`src/rtl/id_ex_forward_if.sv`:
```
// ID/EX stage bus: decoded instruction in, forwarding sources in, EX operands and controls out.
interface id_ex_forward_if #(
   parameter int unsigned WIDTH   = 32,
   parameter int unsigned REGBITS = 5
);
   logic               id_valid;
   logic [REGBITS-1:0] id_rs;
   logic [REGBITS-1:0] id_rt;
   logic [REGBITS-1:0] id_rd;
   logic [WIDTH-1:0]   id_rd1;
   logic [WIDTH-1:0]   id_rd2;
   logic [WIDTH-1:0]   id_imm;
   logic [2:0]         id_alucontrol;
   logic               id_alusrc;
   logic               id_regdst;
   logic               id_regwrite;
   logic               id_memtoreg;
   logic               id_memwrite;
   logic               flush_ex;
   logic               mem_regwrite;
   logic [REGBITS-1:0] mem_writereg;
   logic [WIDTH-1:0]   mem_aluresult;
   logic               wb_regwrite;
   logic [REGBITS-1:0] wb_writereg;
   logic [WIDTH-1:0]   wb_result;
   logic               stall_id;
   logic               ex_valid;
   logic               ex_regwrite;
   logic               ex_memtoreg;
   logic               ex_memwrite;
   logic [2:0]         ex_alucontrol;
   logic               ex_addsub;
   logic [REGBITS-1:0] ex_writereg;
   logic [WIDTH-1:0]   ex_srca;
   logic [WIDTH-1:0]   ex_srcb;
   logic [WIDTH-1:0]   ex_writedata;

   modport master (
      output id_valid, id_rs, id_rt, id_rd, id_rd1, id_rd2, id_imm, id_alucontrol,
             id_alusrc, id_regdst, id_regwrite, id_memtoreg, id_memwrite, flush_ex,
             mem_regwrite, mem_writereg, mem_aluresult, wb_regwrite, wb_writereg, wb_result,
      input  stall_id, ex_valid, ex_regwrite, ex_memtoreg, ex_memwrite, ex_alucontrol,
             ex_addsub, ex_writereg, ex_srca, ex_srcb, ex_writedata
   );

   modport slave (
      input  id_valid, id_rs, id_rt, id_rd, id_rd1, id_rd2, id_imm, id_alucontrol,
             id_alusrc, id_regdst, id_regwrite, id_memtoreg, id_memwrite, flush_ex,
             mem_regwrite, mem_writereg, mem_aluresult, wb_regwrite, wb_writereg, wb_result,
      output stall_id, ex_valid, ex_regwrite, ex_memtoreg, ex_memwrite, ex_alucontrol,
             ex_addsub, ex_writereg, ex_srca, ex_srcb, ex_writedata
   );
endinterface

```
`src/rtl/id_ex_forward.sv`:
```
// Execute-entry stage: ID/EX pipeline register, MEM/WB operand forwarding,
// load-use stall detection and bubble insertion for stalls and flushes.
module id_ex_forward #(
   parameter int unsigned WIDTH   = 32,
   parameter int unsigned REGBITS = 5
) (
   input logic             clk,
   input logic             reset_n,
   id_ex_forward_if.slave  bus
);

   logic               valid_q, valid_d;
   logic [REGBITS-1:0] rs_q, rs_d, rt_q, rt_d, rd_q, rd_d;
   logic [WIDTH-1:0]   rd1_q, rd1_d, rd2_q, rd2_d, imm_q, imm_d;
   logic [2:0]         alucontrol_q, alucontrol_d;
   logic               alusrc_q, alusrc_d, regdst_q, regdst_d;
   logic               regwrite_q, regwrite_d, memtoreg_q, memtoreg_d, memwrite_q, memwrite_d;

   logic [REGBITS-1:0] writereg;
   logic               load_use;
   logic               stall;
   logic [WIDTH-1:0]   fwd_a, fwd_b;

   assign writereg = regdst_q ? rd_q : rt_q;

   // Conservative load-use check: rt is compared even when it is a destination.
   assign load_use = bus.id_valid & valid_q & memtoreg_q & (writereg != '0) &
                     ((writereg == bus.id_rs) | (writereg == bus.id_rt));
   assign stall    = load_use & ~bus.flush_ex;

   // Next stage contents: a bubble on flush or stall, otherwise the ID instruction.
   always_comb begin
      valid_d      = 1'b0;
      rs_d         = '0;
      rt_d         = '0;
      rd_d         = '0;
      rd1_d        = '0;
      rd2_d        = '0;
      imm_d        = '0;
      alucontrol_d = 3'b000;
      alusrc_d     = 1'b0;
      regdst_d     = 1'b0;
      regwrite_d   = 1'b0;
      memtoreg_d   = 1'b0;
      memwrite_d   = 1'b0;
      if (!bus.flush_ex && !stall) begin
         valid_d      = bus.id_valid;
         rs_d         = bus.id_rs;
         rt_d         = bus.id_rt;
         rd_d         = bus.id_rd;
         rd1_d        = bus.id_rd1;
         rd2_d        = bus.id_rd2;
         imm_d        = bus.id_imm;
         alucontrol_d = bus.id_alucontrol;
         alusrc_d     = bus.id_alusrc;
         regdst_d     = bus.id_regdst;
         regwrite_d   = bus.id_regwrite & bus.id_valid;
         memtoreg_d   = bus.id_memtoreg;
         memwrite_d   = bus.id_memwrite & bus.id_valid;
      end
   end

   // ID/EX stage register with synchronous active-low reset.
   always_ff @(posedge clk) begin
      if (!reset_n) begin
         valid_q      <= 1'b0;
         rs_q         <= '0;
         rt_q         <= '0;
         rd_q         <= '0;
         rd1_q        <= '0;
         rd2_q        <= '0;
         imm_q        <= '0;
         alucontrol_q <= 3'b000;
         alusrc_q     <= 1'b0;
         regdst_q     <= 1'b0;
         regwrite_q   <= 1'b0;
         memtoreg_q   <= 1'b0;
         memwrite_q   <= 1'b0;
      end else begin
         valid_q      <= valid_d;
         rs_q         <= rs_d;
         rt_q         <= rt_d;
         rd_q         <= rd_d;
         rd1_q        <= rd1_d;
         rd2_q        <= rd2_d;
         imm_q        <= imm_d;
         alucontrol_q <= alucontrol_d;
         alusrc_q     <= alusrc_d;
         regdst_q     <= regdst_d;
         regwrite_q   <= regwrite_d;
         memtoreg_q   <= memtoreg_d;
         memwrite_q   <= memwrite_d;
      end
   end

   // Operand A forwarding: MEM beats WB, $0 never forwarded.
   always_comb begin
      fwd_a = rd1_q;
      if (bus.mem_regwrite && (bus.mem_writereg != '0) && (bus.mem_writereg == rs_q))
         fwd_a = bus.mem_aluresult;
      else if (bus.wb_regwrite && (bus.wb_writereg != '0) && (bus.wb_writereg == rs_q))
         fwd_a = bus.wb_result;
   end

   // Operand B forwarding, same rule against rt.
   always_comb begin
      fwd_b = rd2_q;
      if (bus.mem_regwrite && (bus.mem_writereg != '0) && (bus.mem_writereg == rt_q))
         fwd_b = bus.mem_aluresult;
      else if (bus.wb_regwrite && (bus.wb_writereg != '0) && (bus.wb_writereg == rt_q))
         fwd_b = bus.wb_result;
   end

   assign bus.stall_id      = stall;
   assign bus.ex_valid      = valid_q;
   assign bus.ex_regwrite   = regwrite_q;
   assign bus.ex_memtoreg   = memtoreg_q;
   assign bus.ex_memwrite   = memwrite_q;
   assign bus.ex_alucontrol = alucontrol_q;
   assign bus.ex_addsub     = alucontrol_q[2] & alucontrol_q[1];
   assign bus.ex_writereg   = writereg;
   assign bus.ex_srca       = fwd_a;
   assign bus.ex_writedata  = fwd_b;
   assign bus.ex_srcb       = alusrc_q ? imm_q : fwd_b;

endmodule

```
`src/flat_wrapper.sv`:
```
// flat-port wrapper written by rule: the top's interface ports become plain ports
module id_ex_forward_flat 
#(
   parameter int unsigned WIDTH   = 32,
   parameter int unsigned REGBITS = 5
)
  (clk, reset_n, bus_id_valid, bus_id_rs, bus_id_rt, bus_id_rd, bus_id_rd1, bus_id_rd2, bus_id_imm, bus_id_alucontrol, bus_id_alusrc, bus_id_regdst, bus_id_regwrite, bus_id_memtoreg, bus_id_memwrite, bus_flush_ex, bus_mem_regwrite, bus_mem_writereg, bus_mem_aluresult, bus_wb_regwrite, bus_wb_writereg, bus_wb_result, bus_stall_id, bus_ex_valid, bus_ex_regwrite, bus_ex_memtoreg, bus_ex_memwrite, bus_ex_alucontrol, bus_ex_addsub, bus_ex_writereg, bus_ex_srca, bus_ex_srcb, bus_ex_writedata);
  id_ex_forward_if #(.WIDTH(WIDTH), .REGBITS(REGBITS)) bus_i ();
  input logic clk;
  input logic reset_n;
  input wire logic [$bits(bus_i.id_valid)-1:0] bus_id_valid;
  input wire logic [$bits(bus_i.id_rs)-1:0] bus_id_rs;
  input wire logic [$bits(bus_i.id_rt)-1:0] bus_id_rt;
  input wire logic [$bits(bus_i.id_rd)-1:0] bus_id_rd;
  input wire logic [$bits(bus_i.id_rd1)-1:0] bus_id_rd1;
  input wire logic [$bits(bus_i.id_rd2)-1:0] bus_id_rd2;
  input wire logic [$bits(bus_i.id_imm)-1:0] bus_id_imm;
  input wire logic [$bits(bus_i.id_alucontrol)-1:0] bus_id_alucontrol;
  input wire logic [$bits(bus_i.id_alusrc)-1:0] bus_id_alusrc;
  input wire logic [$bits(bus_i.id_regdst)-1:0] bus_id_regdst;
  input wire logic [$bits(bus_i.id_regwrite)-1:0] bus_id_regwrite;
  input wire logic [$bits(bus_i.id_memtoreg)-1:0] bus_id_memtoreg;
  input wire logic [$bits(bus_i.id_memwrite)-1:0] bus_id_memwrite;
  input wire logic [$bits(bus_i.flush_ex)-1:0] bus_flush_ex;
  input wire logic [$bits(bus_i.mem_regwrite)-1:0] bus_mem_regwrite;
  input wire logic [$bits(bus_i.mem_writereg)-1:0] bus_mem_writereg;
  input wire logic [$bits(bus_i.mem_aluresult)-1:0] bus_mem_aluresult;
  input wire logic [$bits(bus_i.wb_regwrite)-1:0] bus_wb_regwrite;
  input wire logic [$bits(bus_i.wb_writereg)-1:0] bus_wb_writereg;
  input wire logic [$bits(bus_i.wb_result)-1:0] bus_wb_result;
  output wire logic [$bits(bus_i.stall_id)-1:0] bus_stall_id;
  output wire logic [$bits(bus_i.ex_valid)-1:0] bus_ex_valid;
  output wire logic [$bits(bus_i.ex_regwrite)-1:0] bus_ex_regwrite;
  output wire logic [$bits(bus_i.ex_memtoreg)-1:0] bus_ex_memtoreg;
  output wire logic [$bits(bus_i.ex_memwrite)-1:0] bus_ex_memwrite;
  output wire logic [$bits(bus_i.ex_alucontrol)-1:0] bus_ex_alucontrol;
  output wire logic [$bits(bus_i.ex_addsub)-1:0] bus_ex_addsub;
  output wire logic [$bits(bus_i.ex_writereg)-1:0] bus_ex_writereg;
  output wire logic [$bits(bus_i.ex_srca)-1:0] bus_ex_srca;
  output wire logic [$bits(bus_i.ex_srcb)-1:0] bus_ex_srcb;
  output wire logic [$bits(bus_i.ex_writedata)-1:0] bus_ex_writedata;
  assign bus_i.id_valid = bus_id_valid;
  assign bus_i.id_rs = bus_id_rs;
  assign bus_i.id_rt = bus_id_rt;
  assign bus_i.id_rd = bus_id_rd;
  assign bus_i.id_rd1 = bus_id_rd1;
  assign bus_i.id_rd2 = bus_id_rd2;
  assign bus_i.id_imm = bus_id_imm;
  assign bus_i.id_alucontrol = bus_id_alucontrol;
  assign bus_i.id_alusrc = bus_id_alusrc;
  assign bus_i.id_regdst = bus_id_regdst;
  assign bus_i.id_regwrite = bus_id_regwrite;
  assign bus_i.id_memtoreg = bus_id_memtoreg;
  assign bus_i.id_memwrite = bus_id_memwrite;
  assign bus_i.flush_ex = bus_flush_ex;
  assign bus_i.mem_regwrite = bus_mem_regwrite;
  assign bus_i.mem_writereg = bus_mem_writereg;
  assign bus_i.mem_aluresult = bus_mem_aluresult;
  assign bus_i.wb_regwrite = bus_wb_regwrite;
  assign bus_i.wb_writereg = bus_wb_writereg;
  assign bus_i.wb_result = bus_wb_result;
  assign bus_stall_id = bus_i.stall_id;
  assign bus_ex_valid = bus_i.ex_valid;
  assign bus_ex_regwrite = bus_i.ex_regwrite;
  assign bus_ex_memtoreg = bus_i.ex_memtoreg;
  assign bus_ex_memwrite = bus_i.ex_memwrite;
  assign bus_ex_alucontrol = bus_i.ex_alucontrol;
  assign bus_ex_addsub = bus_i.ex_addsub;
  assign bus_ex_writereg = bus_i.ex_writereg;
  assign bus_ex_srca = bus_i.ex_srca;
  assign bus_ex_srcb = bus_i.ex_srcb;
  assign bus_ex_writedata = bus_i.ex_writedata;
  id_ex_forward #(.WIDTH(WIDTH), .REGBITS(REGBITS)) u_core (.clk(clk), .reset_n(reset_n), .bus(bus_i));
endmodule
```
`config.mk`:
```
export PLATFORM = sky130hd
export DESIGN_NAME = id_ex_forward_flat
export DESIGN_NICKNAME = d
export VERILOG_FILES = /design/src/rtl/id_ex_forward_if.sv /design/src/rtl/id_ex_forward.sv /design/src/flat_wrapper.sv
export SDC_FILE = /design/constraint.sdc
export NUM_CORES = 1
export LEC_CHECK = 0
export CORE_MARGIN = 2
export CORE_UTILIZATION = 36
export DETAILED_ROUTE_END_ITERATION = 6
export GPL_ROUTABILITY_DRIVEN = 0
export GPL_TIMING_DRIVEN = 1
export HOLD_SLACK_MARGIN = 0.06
export PLACE_DENSITY = 0.78
export SYNTH_ARGS = -nofsm -noshare
export SYNTH_HDL_FRONTEND = slang
export SYNTH_SLANG_ARGS = --single-unit
```
`constraint.sdc`:
```
create_clock -name clk -period 2.45 [get_ports clk]
set_input_delay 0.49 -clock clk [delete_from_list [all_inputs] [get_ports clk]]
set_output_delay 0.49 -clock clk [all_outputs]
set_load 0.01 [all_outputs]
```
### Word level (Yosys, flattened, before mapping)

Cells that the tools add are included.

| word-level totals | value |
|---|---|
| bits of input ports | 199 |
| word-level logic and storage cells | 48 |
| bits in registers | 120 |

| cells by class | value |
|---|---|
| reduce and logical (&&, ||, !) cells | 13 |
| multiplexer cells | 6 |
| equal/unequal tests | 6 |
| bitwise gates (word level) | 10 |

Operators with widths:

| cell | number |
|---|---|
| 2-to-1 mux 32 bit | 5 |
| equality test 5 bit | 6 |
| nonzero test 5 bit | 3 |
| AND 1 bit | 8 |
| logical AND 1 bit | 7 |
| 2-to-1 mux 5 bit | 1 |
| logical NOT 1 bit | 2 |
| AND reduction 2 bit | 1 |
| inverter 1 bit | 1 |
| bitwise OR 1 bit | 1 |

### Depth between registers and ports, before layout

| depth | value |
|---|---|
| word-level depth | 8 |
| depth in mapped cells | 9 |

### Worst setup path after synthesis

OpenSTA, ideal clock, no wires.

| path | value |
|---|---|
| kind | input port to output port |
| start | input bus_wb_writereg[0] |
| end | output bus_ex_srcb[20] |
| arrival time | 2.154 ns |
| path slack | -0.194 ns |
| data required time | 1.960 ns |
| buffers on the path | 1 |
| stages on the path | 7 |
| cells stage by stage | or4_1 o21a_1 nand3_1 clkbuf_1 nand2_1 a21oi_1 mux2_2 |

| between the ends | value |
|---|---|
| longest elaborated chain between the ends | 6 |
| elaborated cells on any way between the ends | 7 |
| those cells by class | eq/ne: 1; mux: 3; reduce/logical: 3 |

RTL lines:

| item | line | source |
|---|---|---|
| start, declared | flat_wrapper.sv:29 | `input wire logic [$bits(bus_i.wb_writereg)-1:0] bus_wb_writereg;` |
| nonzero test 5 bit | id_ex_forward.sv:110 | `else if (bus.wb_regwrite && (bus.wb_writereg != '0) && (bus.wb_writereg == rt_q))` |
| logical AND 1 bit | id_ex_forward.sv:110 |  |
| logical AND 1 bit (*) | id_ex_forward.sv:110 |  |
| 2-to-1 mux 32 bit (*) | id_ex_forward.sv:110 |  |
| 2-to-1 mux 32 bit (*) | id_ex_forward.sv:108 | `if (bus.mem_regwrite && (bus.mem_writereg != '0) && (bus.mem_writereg == rt_q))` |
| named net bus_ex_writedata[20] | flat_wrapper.sv:41 | `output wire logic [$bits(bus_i.ex_writedata)-1:0] bus_ex_writedata;` |
| 2-to-1 mux 32 bit (*) | id_ex_forward.sv:124 | `assign bus.ex_srcb = alusrc_q ? imm_q : fwd_b;` |
| end, declared | flat_wrapper.sv:40 | `output wire logic [$bits(bus_i.ex_srcb)-1:0] bus_ex_srcb;` |

The timed path passes the listed nets; every way through them passes the cells marked *.

### Worst setup path in the final report

| path | value |
|---|---|
| start | input bus_mem_writereg[2] |
| end | output bus_ex_srcb[19] |

| between the ends | value |
|---|---|
| longest elaborated chain between the ends | 5 |
| elaborated cells on any way between the ends | 6 |
| those cells by class | eq/ne: 1; mux: 2; reduce/logical: 3 |

RTL lines:

| item | line | source |
|---|---|---|
| start, declared | flat_wrapper.sv:26 | `input wire logic [$bits(bus_i.mem_writereg)-1:0] bus_mem_writereg;` |
| nonzero test 5 bit | id_ex_forward.sv:108 |  |
| logical AND 1 bit | id_ex_forward.sv:108 |  |
| logical AND 1 bit (*) | id_ex_forward.sv:108 |  |
| 2-to-1 mux 32 bit (*) | id_ex_forward.sv:108 |  |
| 2-to-1 mux 32 bit (*) | id_ex_forward.sv:124 |  |

Every way passes the cells marked *; elsewhere a longest branch is shown, timed or not.

==> impl_metrics.ini <==
[floorplan]
num_rows = 46
chipWidth_um = 131
start_util_pct = 36.6
die_y_um = 131
core_area_mm2 = 0.0158
io-pin-count = 309
die-area_mm2 = 0.0171

[worst_setup_path]
r2r-end = u_core.bus.ex_regwrite$_SDFF_PN0_
r2r_setup_slack_ns = 0.12
crit_end = bus_ex_srcb[19]
critPathArrivalTime_ns = 2.63
path_cells = buf_8 > or4_4 > o21ai_4 > buf_6 > nor3_4 > buf_12 > buf_12 > buf_12 > buf_6 > a21oi_4 > a21oi_2 > mux2_4 > buf_6
required_ns = 1.96
crit_path_start_kind = input port
crit_fanout = 6
slowest_delay_ns = 0.55
regToRegStartpoint = u_core.regdst_q$_SDFF_PN0_
critPathKind = in -> out
crit_slowest_cell = or4_4
r2r_cells = 11
startpoint = bus_mem_writereg[2]
critPathCaptureType = output pin

[drt]
vias = 6933
first_iter_violations = 296
drtAntennaViolNets = 0
drc = 0
dr.pass1.iters = 5
totalWireLength_mm = 27.4
vias_per_cell = 4.95
routedWlPerCell_um = 19.5

[cts]
clk_pin_slew_worst_paths_ns = 0.06
tritoncts = yes
clk_latency_ns = 0.41
ctsHoldBuffers = 0
cts-root-buf = clkbuf_16
numCtsBuffers = 17
clockBufferDepth = 2
htree_levels = 4
clock-sinks = 120

[job]
drv_cap = 0

[power_and_ir_drop]
irDropWorstVdd_uv = 467
finalPower_mw = 5.71
p_per_area_mw_per_mm2 = 471
p_leak_nw = 5.19

[sta]
timing.final.crit_share_pct = 127
slew_viol_final = 0
min_period_ns = 3.12
hold_viol = 0
finalSetupViolCount = 97
rsz0062_at_grt = true
tightest_slew_ns = 0.396
setup_slack_ns = -0.670
skew_ns = 0.00766
relSlewSlack_pct = 73.4
fmax_ghz = 0.321

[yosys]
synth_area_mm2 = 0.00577
syn_nets = 935
avgSynthCellArea_um2 = 7.84
synthCells = 736
synth_warnings = 0
yosysSeqAreaShare_pct = 41.6
synth-seq-cells = 120
ys_types = 33

[placed_design]
dp_slack_ns = -1.22
dp.cells = 1290
io_buffers = 308
placed_area_mm2 = 0.00989
hpwl_mm = 16.1

[min_path]
hp-class = in -> reg

[outcome]
status = finished, violations left
violations = setup timing

[layout]
area_growth_pct = 110
nets = 1370
drive_gt1_share_pct = 39.9
final_util_pct = 76.8
finalInstanceArea_mm2 = 0.0121
stdcell_count = 1401

[global_routing]
antenna_found_initial = 2
grt_max_degree = 63
grt_overflow_total = 0
grt_use_total_pct = 28.2
grt_pass1_vias = 6975
grt_pass1_wl_mm = 36.3
## worst min path at each step
stage	start	end	slack [ns]	cells after the start
6_report	bus_id_rd1[26]	u_core.rd1_q[26]$_SDFF_PN0_	0.60	3
5_1_grt	bus_id_rd2[27]	u_core.rd2_q[27]$_SDFF_PN0_	0.60	3
4_1_cts	bus_id_rd1[26]	u_core.rd1_q[26]$_SDFF_PN0_	0.58	3
3_5_place_dp	u_core.bus.ex_valid$_SDFF_PN0_	u_core.imm_q[31]$_SDFF_PN0_	0.86	4
3_3_place_gp	u_core.bus.ex_valid$_SDFF_PN0_	u_core.rt_q[0]$_SDFF_PN0_	0.85	4
2_1_floorplan	bus_id_alusrc	u_core.alusrc_q$_SDFF_PN0_	0.60	2
## synth_stat cells
cell	count	area (µm²)
mux2i_2	2	27.5
nand3_1	5	25.0
a21oi_2	29	254
or4_1	3	22.5
or3_1	1	6.26
nand2_1	189	709
mux2i_1	35	350
buf_1	1	3.75
nor3_2	1	10.0
and3_1	1	6.26
inv_2	3	11.3
nor2b_1	2	12.5
o21ai_0	30	150
o21ai_2	1	8.76
dfxtp_1	120	2400
nand4_1	2	12.5
nor2_1	152	571
buf_2	12	60.1
o21ai_1	2	10.0
xor2_1	13	114
clkbuf_1	23	86.3
mux2_2	32	360
nor4_2	1	12.5
nor3b_1	2	15.0
o21a_1	1	7.51
a21oi_1	25	125
nor3_1	5	25.0
xnor2_1	17	149
inv_1	2	7.51
and2_1	1	6.26
buf_6	12	135
buf_4	5	37.5
a31oi_1	6	37.5
## cells in the final DEF (no fill, tap or decap), types with 4 or more instances in the layout
cell type / synthesis / layout
xnor2_2: 0 / 5
buf_2: 12 / 44
dfxtp_4: 0 / 4
a31oi_4: 0 / 6
clkbuf_16: 0 / 19
mux2_4: 0 / 30
mux2i_1: 35 / 32
clkinvlp_4: 0 / 5
nand2_1: 189 / 168
a21oi_2: 29 / 24
xor2_1: 13 / 12
dfxtp_2: 0 / 6
o21ai_1: 2 / 28
nor2_4: 0 / 18
a21oi_4: 0 / 29
nor2_2: 0 / 5
o21ai_2: 1 / 4
dfxtp_1: 120 / 110
xnor2_1: 17 / 12
nor2_1: 152 / 129
nand2_2: 0 / 7
nand2_4: 0 / 14
buf_8: 0 / 13
buf_6: 12 / 109
clkdlybuf4s50_1: 0 / 199
buf_4: 5 / 67
buf_12: 0 / 29
## layout make-up
type,instances,area [µm²]
Fill cell,1031,3650
Tap cell,216,270
Clock inverter,11,100
Clock buffer,20,457
Antenna cell,2,5.00
Timing Repair Buffer,469,4840
Sequential cell,120,2420
Multi-Input combinational cell,558,4000
Inverter,5,18.8
## power breakdown
| group | switching (mW) | internal [mW] | total, mW | leakage [nW] |
|---|---|---|---|---|
| clock network | 0.917 | 1.44 | 2.36 | 0.260 |
| logic | 0.523 | 0.760 | 1.28 | 3.94 |
| registers | 0.0379 | 2.03 | 2.07 | 0.991 |
| total | 1.48 | 4.23 | 5.71 | 5.19 |
## logic make-up after synthesis
kind of cell,synth area share [%]
simple gates,24.8
flops,41.6
compound gates,10.3
mux,12.8
buf+inv,5.92
xor+xnor,4.55
## state kept, by name, indices dropped and copies added (netlist names)
register                  cells
u_core.rs_q                   5
u_core.bus.ex_memwrite        1
u_core.rt_q                   5
u_core.bus.ex_regwrite        1
u_core.alusrc_q               1
u_core.bus.ex_valid           1
u_core.bus.ex_alucontrol      3
u_core.rd2_q                 32
u_core.regdst_q               1
u_core.bus.ex_memtoreg        1
u_core.rd1_q                 32
u_core.rd_q                   5
u_core.imm_q                 32
## metal layers
metal / vias up / global-route usage, % / share of wire, %
li1: 3258 / - / -
met1: 3287 / 29.3 / 36
met2: 314 / 52.0 / 53
met3: 74 / 7.70 / 7.5
met4: 0 / 14.5 / 4.1
met5: - / 0 / 0
## stage by stage
stage / hold WS (ns) / setup TNS (ns)
after floorplan: 0.604 / -4.44
after global routing: 0.602 / -47.29
after detailed placement: 0.863 / -106.72
after global placement: 0.852 / -105.00
final: 0.598 / -40.93
after CTS: 0.581 / -37.88
## worst max-delay path, delay by kind of cell
kind / cells / cell delay, ns
compound gates: 3 / 0.39
simple gates: 2 / 0.60
buf+inv: 7 / 0.86
mux: 1 / 0.27
## timing repair
item	in CTS	in global routing
resized for setup	605	140
setup buffers	54	35
setup endpoints to repair	105	192
gates cloned	7	2
pin swaps	59	53
Note: power is estimated with default switching activity, not from simulation.
